$ cat src/rtl/opb_register_bank_ppc2simulink.sv
// OPB slave register bank: C_NUM_REGS byte-writable 32-bit registers plus a
// read-only write counter. Optional self-clearing pulse registers and
// per-register write strobes. Everything runs on OPB_Clk.
module opb_register_bank_ppc2simulink #(
  parameter logic [31:0] C_BASEADDR   = 32'h010B2300,
  parameter logic [31:0] C_HIGHADDR   = 32'h010B23FF,
  parameter int          C_OPB_AWIDTH = 32,
  parameter int          C_OPB_DWIDTH = 32,
  parameter int          C_NUM_REGS   = 4,
  parameter logic [31:0] C_PULSE_MASK = 32'h0,
  parameter              C_FAMILY     = "virtex5",
  // Value the write counter takes in reset; 0 for normal use.
  parameter logic [31:0] C_WRCNT_INIT = 32'h0
) (
  input  logic                      OPB_Clk,
  input  logic                      OPB_Rst_n,
  input  logic [0:C_OPB_AWIDTH-1]   OPB_ABus,
  input  logic [0:3]                OPB_BE,
  input  logic [0:C_OPB_DWIDTH-1]   OPB_DBus,
  input  logic                      OPB_RNW,
  input  logic                      OPB_select,
  input  logic                      OPB_seqAddr,
  output logic [0:C_OPB_DWIDTH-1]   Sl_DBus,
  output logic                      Sl_xferAck,
  output logic                      Sl_errAck,
  output logic                      Sl_retry,
  output logic                      Sl_toutSup,
  output logic [32*C_NUM_REGS-1:0]  user_data_out,
  output logic [C_NUM_REGS-1:0]     user_wr_strobe
);

  typedef enum logic [1:0] {
    IDLE = 2'd0,
    ACK  = 2'd1,
    WAIT = 2'd2
  } state_t;

  // Sequential hint and family name carry no behaviour here.
  logic unused_seq_addr;
  localparam bit unused_family = (C_FAMILY != "");
  assign unused_seq_addr = OPB_seqAddr;

  state_t      state;
  logic [1:0]  rst_sync;
  logic        rst_n;
  logic [31:0] addr;
  logic [31:0] offset;
  logic [31:0] wdata;
  logic [3:0]  lane_en;
  logic [31:0] rdata;
  logic        hit;
  logic        is_reg;
  logic        is_cnt;
  logic        reg_wr;
  logic [31:0] regs [C_NUM_REGS];
  logic [31:0] wr_count;

  // OPB numbers bit 0 as MSB; copying into [31:0] vectors puts DBus[0] on
  // bit 31 and BE[0] on lane 3 (the most significant byte).
  assign addr    = OPB_ABus;
  assign wdata   = OPB_DBus;
  assign lane_en = OPB_BE;

  assign hit    = OPB_select && (addr >= C_BASEADDR) && (addr <= C_HIGHADDR);
  assign offset = (addr - C_BASEADDR) >> 2;
  assign is_reg = offset < 32'(C_NUM_REGS);
  assign is_cnt = offset == 32'(C_NUM_REGS);
  assign reg_wr = (state == IDLE) && hit && is_reg && !OPB_RNW;

  assign Sl_retry   = 1'b0;
  assign Sl_toutSup = 1'b0;

  function automatic logic [31:0] merge_bytes(input logic [31:0] old_v,
                                              input logic [31:0] new_v,
                                              input logic [3:0]  en);
    logic [31:0] r;
    for (int b = 0; b < 4; b++) begin
      r[8*b +: 8] = en[b] ? new_v[8*b +: 8] : old_v[8*b +: 8];
    end
    return r;
  endfunction

  // Reset asserts immediately but releases two clocks after OPB_Rst_n rises.
  // NOTE: state in always_ff is updated with <= so every flop samples the
  // pre-edge values of the others, independent of statement order.
  always_ff @(posedge OPB_Clk or negedge OPB_Rst_n) begin
    if (!OPB_Rst_n) rst_sync <= 2'b00;
    else            rst_sync <= {rst_sync[0], 1'b1};
  end
  assign rst_n = rst_sync[1];

  // Read mux: selected register or the write counter, zero otherwise.
  // NOTE: the default assignment first keeps this purely combinational;
  // without it any unassigned path would infer a latch.
  always_comb begin
    rdata = '0;
    if (is_cnt) rdata = wr_count;
    for (int k = 0; k < C_NUM_REGS; k++) begin
      if (offset == 32'(k)) rdata = regs[k];
    end
  end

  // Bus handshake: one ack cycle per select, then wait for select to drop.
  always_ff @(posedge OPB_Clk or negedge rst_n) begin
    if (!rst_n) begin
      state      <= IDLE;
      Sl_xferAck <= 1'b0;
      Sl_errAck  <= 1'b0;
      Sl_DBus    <= '0;
    end else begin
      Sl_xferAck <= 1'b0;
      Sl_errAck  <= 1'b0;
      Sl_DBus    <= '0;
      case (state)
        IDLE: begin
          if (hit) begin
            state <= ACK;
            if (is_reg || is_cnt) begin
              Sl_xferAck <= 1'b1;
              if (OPB_RNW) Sl_DBus <= rdata;
            end else begin
              Sl_errAck <= 1'b1;
            end
          end
        end
        ACK:     state <= WAIT;
        WAIT:    if (!OPB_select) state <= IDLE;
        default: state <= IDLE;
      endcase
    end
  end

  // Register file, write strobes, pulse-mode clearing and write counter.
  // NOTE: the register array is reset explicitly because its contents drive
  // user logic directly; it must never power up with random values.
  always_ff @(posedge OPB_Clk or negedge rst_n) begin
    if (!rst_n) begin
      for (int k = 0; k < C_NUM_REGS; k++) regs[k] <= '0;
      wr_count       <= C_WRCNT_INIT;
      user_wr_strobe <= '0;
    end else begin
      user_wr_strobe <= '0;
      if (reg_wr) wr_count <= wr_count + 32'd1;
      for (int k = 0; k < C_NUM_REGS; k++) begin
        if (reg_wr && (offset == 32'(k))) begin
          regs[k]           <= merge_bytes(regs[k], wdata, lane_en);
          user_wr_strobe[k] <= 1'b1;
        end else if (C_PULSE_MASK[k] && user_wr_strobe[k]) begin
          // Pulse registers hold written data for the strobe cycle only.
          regs[k] <= '0;
        end
      end
    end
  end

  for (genvar k = 0; k < C_NUM_REGS; k++) begin : g_out
    assign user_data_out[32*k +: 32] = regs[k];
  end

endmodule
$ cat config.mk
export PLATFORM = sky130hd
export DESIGN_NAME = opb_register_bank_ppc2simulink
export DESIGN_NICKNAME = d
export VERILOG_FILES = /design/src/rtl/opb_register_bank_ppc2simulink.sv
export SDC_FILE = /design/constraint.sdc
export NUM_CORES = 1
export LEC_CHECK = 0
export BUFFER_PORTS_ARGS = -buffer_cell sky130_fd_sc_hd__buf_4
export CORE_MARGIN = 2
export CORE_UTILIZATION = 40
export CTS_BUF_LIST = sky130_fd_sc_hd__clkbuf_4
export CTS_CLUSTER_DIAMETER = 80
export DETAILED_ROUTE_END_ITERATION = 10
export PLACE_DENSITY = 0.73
export SYNTH_ARGS = -nofsm -noshare
export SYNTH_HDL_FRONTEND = slang
export SYNTH_SLANG_ARGS = --single-unit
$ cat constraint.sdc
create_clock -name OPB_Clk -period 15.6 [get_ports OPB_Clk]
set_input_delay 1.56 -clock OPB_Clk [delete_from_list [all_inputs] [get_ports OPB_Clk]]
set_output_delay 1.56 -clock OPB_Clk [all_outputs]
set_load 0.05 [all_outputs]
==> results.cfg, run 1 <==
[status]
status = complete, no violations

[sta]
grt_setup_unrepaired = no
final.setup.tns_ps = 0
fin_crit_ps = 5180
fin_crit_sh = 0.332
finClkSkew_ps = 30.9
max_slew.worst_pin.slew_ps = 1070
fin_hold_ws_ps = 235
fmax_mhz = 193
maxSlewViolCount = 0
setup_viol = 0
maxSlewHeadroom = 0.283
hold_viol_final = 0

[synthesis]
yosys.area.top_type = dfrtp_1
netlist.area_leader.share = 0.536
ys_warn_count = 0
synth_area_leaders = dfrtp_1 54%, mux2_2 16%, nor2_1 3.7%
yosysSeqAreaShare = 0.536
ys_top_cells_by_count = 202 x dfrtp_1, 132 x mux2_2, 94 x nor2_1
postSynth.asyncResetShare = 1.00
ys_types = 59
synth_edf_count = 0
synthesis.area_sq_um = 9420
synth.avg_cell_area_sq_um = 11.7
synth_most_common_cell = dfrtp_1
syn_inst = 805
synthFlopType = dfrtp_1
ys_ff_latch = 202

[placement]
dpl-instance-area_sq_um = 11500
gp_congestion = 0.865
port_buffers = 235
dpl.hpwl_um = 18900

[drt]
drcViolationCount = 0
drtPass1Iterations = 5
met3WireLength_um = 2070
wl_per_cell_um = 19.8
wirelength_met1_um = 12200
ant_nets = 0
routed_wl_um = 28100
vias = 7641
wl_met2_um = 13300
viasPerCell = 5.39
drt-initial-drc-count = 461
top_layer_used = met4

[setup_path]
worst_setup_path_end_kind = flip-flop
critPathArrivalTime_ps = 5700
cp.required_ps = 16120
critPathMaxStageDelay_ps = 910
start_kind = primary input
path_cells = buf_4 -> nor4b_2 -> and4b_1 -> or4b_1 -> buf_4 -> nand4b_1 -> nor2_2 -> mux2_2
worstPathMaxFanout = 27
criticalPathCategory = in -> reg
slowest_stage = nand4b_1
crit_top_cell = buf_4
path_buf_inv = 2
cp_top_family = simple AND/OR/NAND/NOR gates

[floorplan]
initial_core_util = 0.404
core-area_sq_um = 23300
ios = 241
dieArea_sq_um = 24800
die_w_um = 157
num_rows = 56
die_y_um = 157

[cells_and_area]
multiInputGateArea_sq_um = 4170
drive_above_1_share = 0.436
areaGrowthSynthToFinish_pct = 28.8
final_nets = 1138
fillerInstances = 2123
final_area_sq_um = 12100
ff_latch_area_sq_um = 5060

[global_routing]
antenna_found_initial = 1
gr-usage-all-layers = 0.223
grt_pass1_vias = 7718
grt_pass1_wl_um = 42700
gr-total-overflow = 0
grt_max_degree = 66

[power]
p_leak_nw = 6.15
max-vdd-ir-drop_v = 0.0000442
p_per_area_nw_per_um2 = 84.7
power_mw = 1.03

[clock_network]
clkLatencyLatePin_ps = 660
numCtsBuffers = 54
cts.clk_slew.worst_paths_ps = 70
ctsResizeCount = 0
clock_sinks = 202
cts_tree = yes
clockBufferDepth = 3
hold_buffers = 0
h-tree-depth = 2
cts_root_buffer = clkbuf_4
postCtsSetupBuffers = 0

[hold_path]
hold_path_class = reg -> async

[run]
cap_viol_max_count = 0
[per-stage QoR]
stage,util,setup WS (ps),cells
6_report,0.520,10420,1418
5_1_grt,0.520,10390,1418
3_5_place_dp,0.492,9840,1327
3_3_place_gp,0.492,9890,1327
4_1_cts,0.520,10530,1417
2_1_floorplan,-,9550,806
[registers in the layout, indices dropped and copies added (netlist names)]
name / count
state: 2
Sl_DBus: 32
user_wr_strobe: 4
Sl_xferAck: 1
rst_sync: 2
user_data_out: 128
Sl_errAck: 1
wr_count: 32
[layer usage]
metal / global-route usage / vias to the layer above
met5: 0 / -
met4: 0.0688 / 0
met3: 0.0553 / 45
li1: - / 3481
met1: 0.293 / 3838
met2: 0.366 / 277
[cell usage in the layout, fill, tap and decap left out, types with 21 or more instances in the layout]
cell type,count
a21oi_1,21
nor2_1,94
mux2_2,132
buf_4,245
dfrtp_1,201
xnor2_1,26
nand3_1,22
nand2_1,36
clkbuf_4,81
o21ai_0,29
[worst paths after layout]
kind	startpoint	end	slack, ps	depth (start not counted)
max	OPB_ABus[25]	user_data_out[105]	10420	8
min	rst_sync[1]	wr_count[4]	230	0
max reg2reg	state[0]	user_data_out[105]	12190	6
min reg2reg	rst_sync[1]	wr_count[4]	230	0
max in group asynchronous	rst_sync[1]	Sl_DBus[4]	13600	2
min in group OPB_Clk	rst_sync[0]	rst_sync[1]	350	0
[cell type report]
class,count,area share
antenna,1,0.000206
clock buffer,81,0.0501
clock inverter,9,0.00289
inverter,7,0.00217
multi-input combinational,554,0.343
sequential,202,0.417
tap,319,0.0329
timing repair buffer,245,0.152
[worst reg2reg max path, stage by stage (launching register included)]
cell	delay [ps]
dfrtp_1	380
nor2b_1	220
nand4_1	120
nor4_1	420
nand4b_1	860
nor2_2	880
mux2_2	420
[cells by family (layout without fill, tap and decap cells)]
group / Yosys count / in the layout / synth area share
AOI/OAI and AO/OA: 133 / 133 / 0.101
xor gates and xnor gates: 34 / 34 / 0.0316
adders and majority gates: 1 / 1 / 0.00133
buffers and inverters: 50 / 342 / 0.0224
DFF: 202 / 202 / 0.536
muxes: 145 / 145 / 0.172
other: 2 / 4 / 0.000797
and+or+nand+nor: 238 / 238 / 0.135
[power by group]
group	internal [mW]	switching, mW
combinational	0.0197	0.0347
sequential	0.524	0.00135
clock	0.233	0.214
No activity file was read; power rests on OpenSTA's default activity.
==> inputs of run 2 (changes only) <==
==> constraint.sdc (replaced) <==
create_clock -name OPB_Clk -period 4.85 [get_ports OPB_Clk]
set_input_delay 0.485 -clock OPB_Clk [delete_from_list [all_inputs] [get_ports OPB_Clk]]
set_output_delay 0.485 -clock OPB_Clk [all_outputs]
set_load 0.05 [all_outputs]
==> run 2 against run 1 <==
Register-to-register slack worse by 11000 ps. Cell count is 0.78% higher. Count of clock-buffer cells in the layout is 6 lower. Global-route usage is 0.17 points lower. Critical path depth is 2 higher. First-iteration DRC count is 16% higher. Utilization is 0.38 points higher. Non-clock buffer count is 6 higher. Die area stayed put. Sequential power grew to 3.2 times the previous value. Clock skew is 3.9 ps lower.
==> results.cfg, run 2 (same netlist as run 1, synthesis figures left out) <==
[status]
status = complete, no violations

[sta]
hold_viol_final = 0
maxSlewViolCount = 0
grt_setup_unrepaired = no
fin_crit_sh = 0.677
fin_crit_ps = 3280
maxSlewHeadroom = 0.264
setup_viol = 0
fmax_mhz = 305
max_slew.worst_pin.slew_ps = 1080
finClkSkew_ps = 27.0
fin_hold_ws_ps = 86.0
final.setup.tns_ps = 0

[drt]
ant_nets = 0
drt-initial-drc-count = 536
routed_wl_um = 27700
drtPass1Iterations = 4
viasPerCell = 5.29
vias = 7555
drcViolationCount = 0
wl_per_cell_um = 19.4

[setup_path]
cp_top_family = simple AND/OR/NAND/NOR gates
crit_top_cell = buf_4
start_kind = primary input
path_buf_inv = 4
critPathMaxStageDelay_ps = 530
path_cells = dlygate4sd3_1 -> buf_4 -> nor2b_1 -> and4b_1 -> buf_4 -> or4b_1 -> nand4b_1 -> buf_4 -> nor3b_4 -> mux2_2
criticalPathCategory = in -> reg
worstPathMaxFanout = 9
critPathArrivalTime_ps = 3790
slowest_stage = dlygate4sd3_1
worst_setup_path_end_kind = flip-flop
cp.required_ps = 5360

[global_routing]
grt_max_degree = 156
grt_pass1_wl_um = 42400
grt_pass1_vias = 7759
gr-usage-all-layers = 0.222
antenna_found_initial = 1
gr-total-overflow = 0

[clock_network]
clockBufferDepth = 3
clock_sinks = 202
numCtsBuffers = 54
ctsResizeCount = 0
clkLatencyLatePin_ps = 640
h-tree-depth = 2
cts.clk_slew.worst_paths_ps = 70
cts_tree = yes
cts_root_buffer = clkbuf_4

[floorplan]
initial_core_util = 0.404
die_w_um = 157
die_y_um = 157
core-area_sq_um = 23300
dieArea_sq_um = 24800
ios = 241
num_rows = 56

[power]
seqPwrFrac = 0.508
p_leak_nw = 6.19
clkPwrFrac = 0.440
power_frac_comb = 0.052
p_int_mw = 2.52
power_switching_share = 0.245
p_sw_mw = 0.816
max-vdd-ir-drop_v = 0.000176
p_per_area_nw_per_um2 = 273

[placement]
gp_congestion = 0.883
dpl.hpwl_um = 18600
port_buffers = 235

[cells_and_area]
layout_commonest_cell = buf_4
post-route-util = 0.524
final_nets = 1144
drive_above_1_share = 0.434
areaGrowthSynthToFinish_pct = 29.7
final_cell_mix = 248 x buf_4, 201 x dfrtp_1, 132 x mux2_2, 94 x nor2_1, 75 x clkbuf_4
largest_register_ff_count = 128

[run]
cap_viol_max_count = 0

[hold_path]
hold_path_class = in -> reg
-- run 2: changes by cell type in the layout (fill, tap and decap cells not counted), sizes merged --
| cell | delta |
|---|---|
| buf | +4 |
| bufinv | +1 |
| clkbuf | -6 |
| clkinv | +9 |
| dlygate4sd3 | +2 |
| inv | +1 |
-- run 2: power by group through the flow --
| stage | Sequential (mW) | Combinational [mW] | Clock (mW) |
|---|---|---|---|
| global placement | 1.73 | 0.171 | 0 |
| floorplan | 1.74 | 0.0626 | 0 |
| CTS | 1.69 | 0.175 | 1.52 |
| detailed placement | 1.73 | 0.173 | 0 |
| finish | 1.69 | 0.173 | 1.47 |
| global route | 1.69 | 0.193 | 1.61 |
-- run 2: through the flow --
step | worst slack (ps) | total power, mW | cell area [sq um] | std cells
final | 1570 | 3.33 | 12200 | 1429
after global routing | 1470 | 3.49 | 12200 | 1429
after CTS | 1620 | 3.39 | 12200 | 1428
after detailed placement | 1130 | 1.90 | 11500 | 1331
after global placement | 1130 | 1.90 | 11500 | 1331
after floorplan | 1520 | 1.80 | 9430 | 806
-- run 2: layout make-up --
class	instances	area, sq um
clock buffers	75	563
well taps	319	399
clock inverters	20	105
flip-flops and latches	202	5060
diodes	1	2.50
repair buffers	251	1900
multi-input cells	554	4170
fillers	2068	11100
inverters	7	26.3
-- run 2: worst paths after layout --
kind / startpoint / end / slack, ps / cells past startpoint
setup / recovery: OPB_ABus[28] / user_data_out[66] / 1570 / 10
hold / removal: OPB_DBus[8] / user_data_out[87] / 90 / 2
setup reg to reg: state[1] / user_data_out[5] / 1650 / 6
hold reg to reg: rst_sync[1] / user_data_out[102] / 350 / 0
max in group asynchronous: rst_sync[1] / Sl_DBus[4] / 3230 / 1
min in group asynchronous: OPB_Rst_n / rst_sync[1] / 170 / 2
-- run 2: repair_timing --
action / in CTS / in global routing
endpoints found under the hold margin: 3 / 0
buffers inserted: 0 / 0
hold buffers: 2 / 0
-- run 2: layer usage --
metal	vias up	track usage	routed length, um
li1	3517	-	-
met1	3765	0.288	12100
met2	239	0.364	13300
met3	34	0.0608	2020
met4	0	0.0632	358
met5	-	0	0
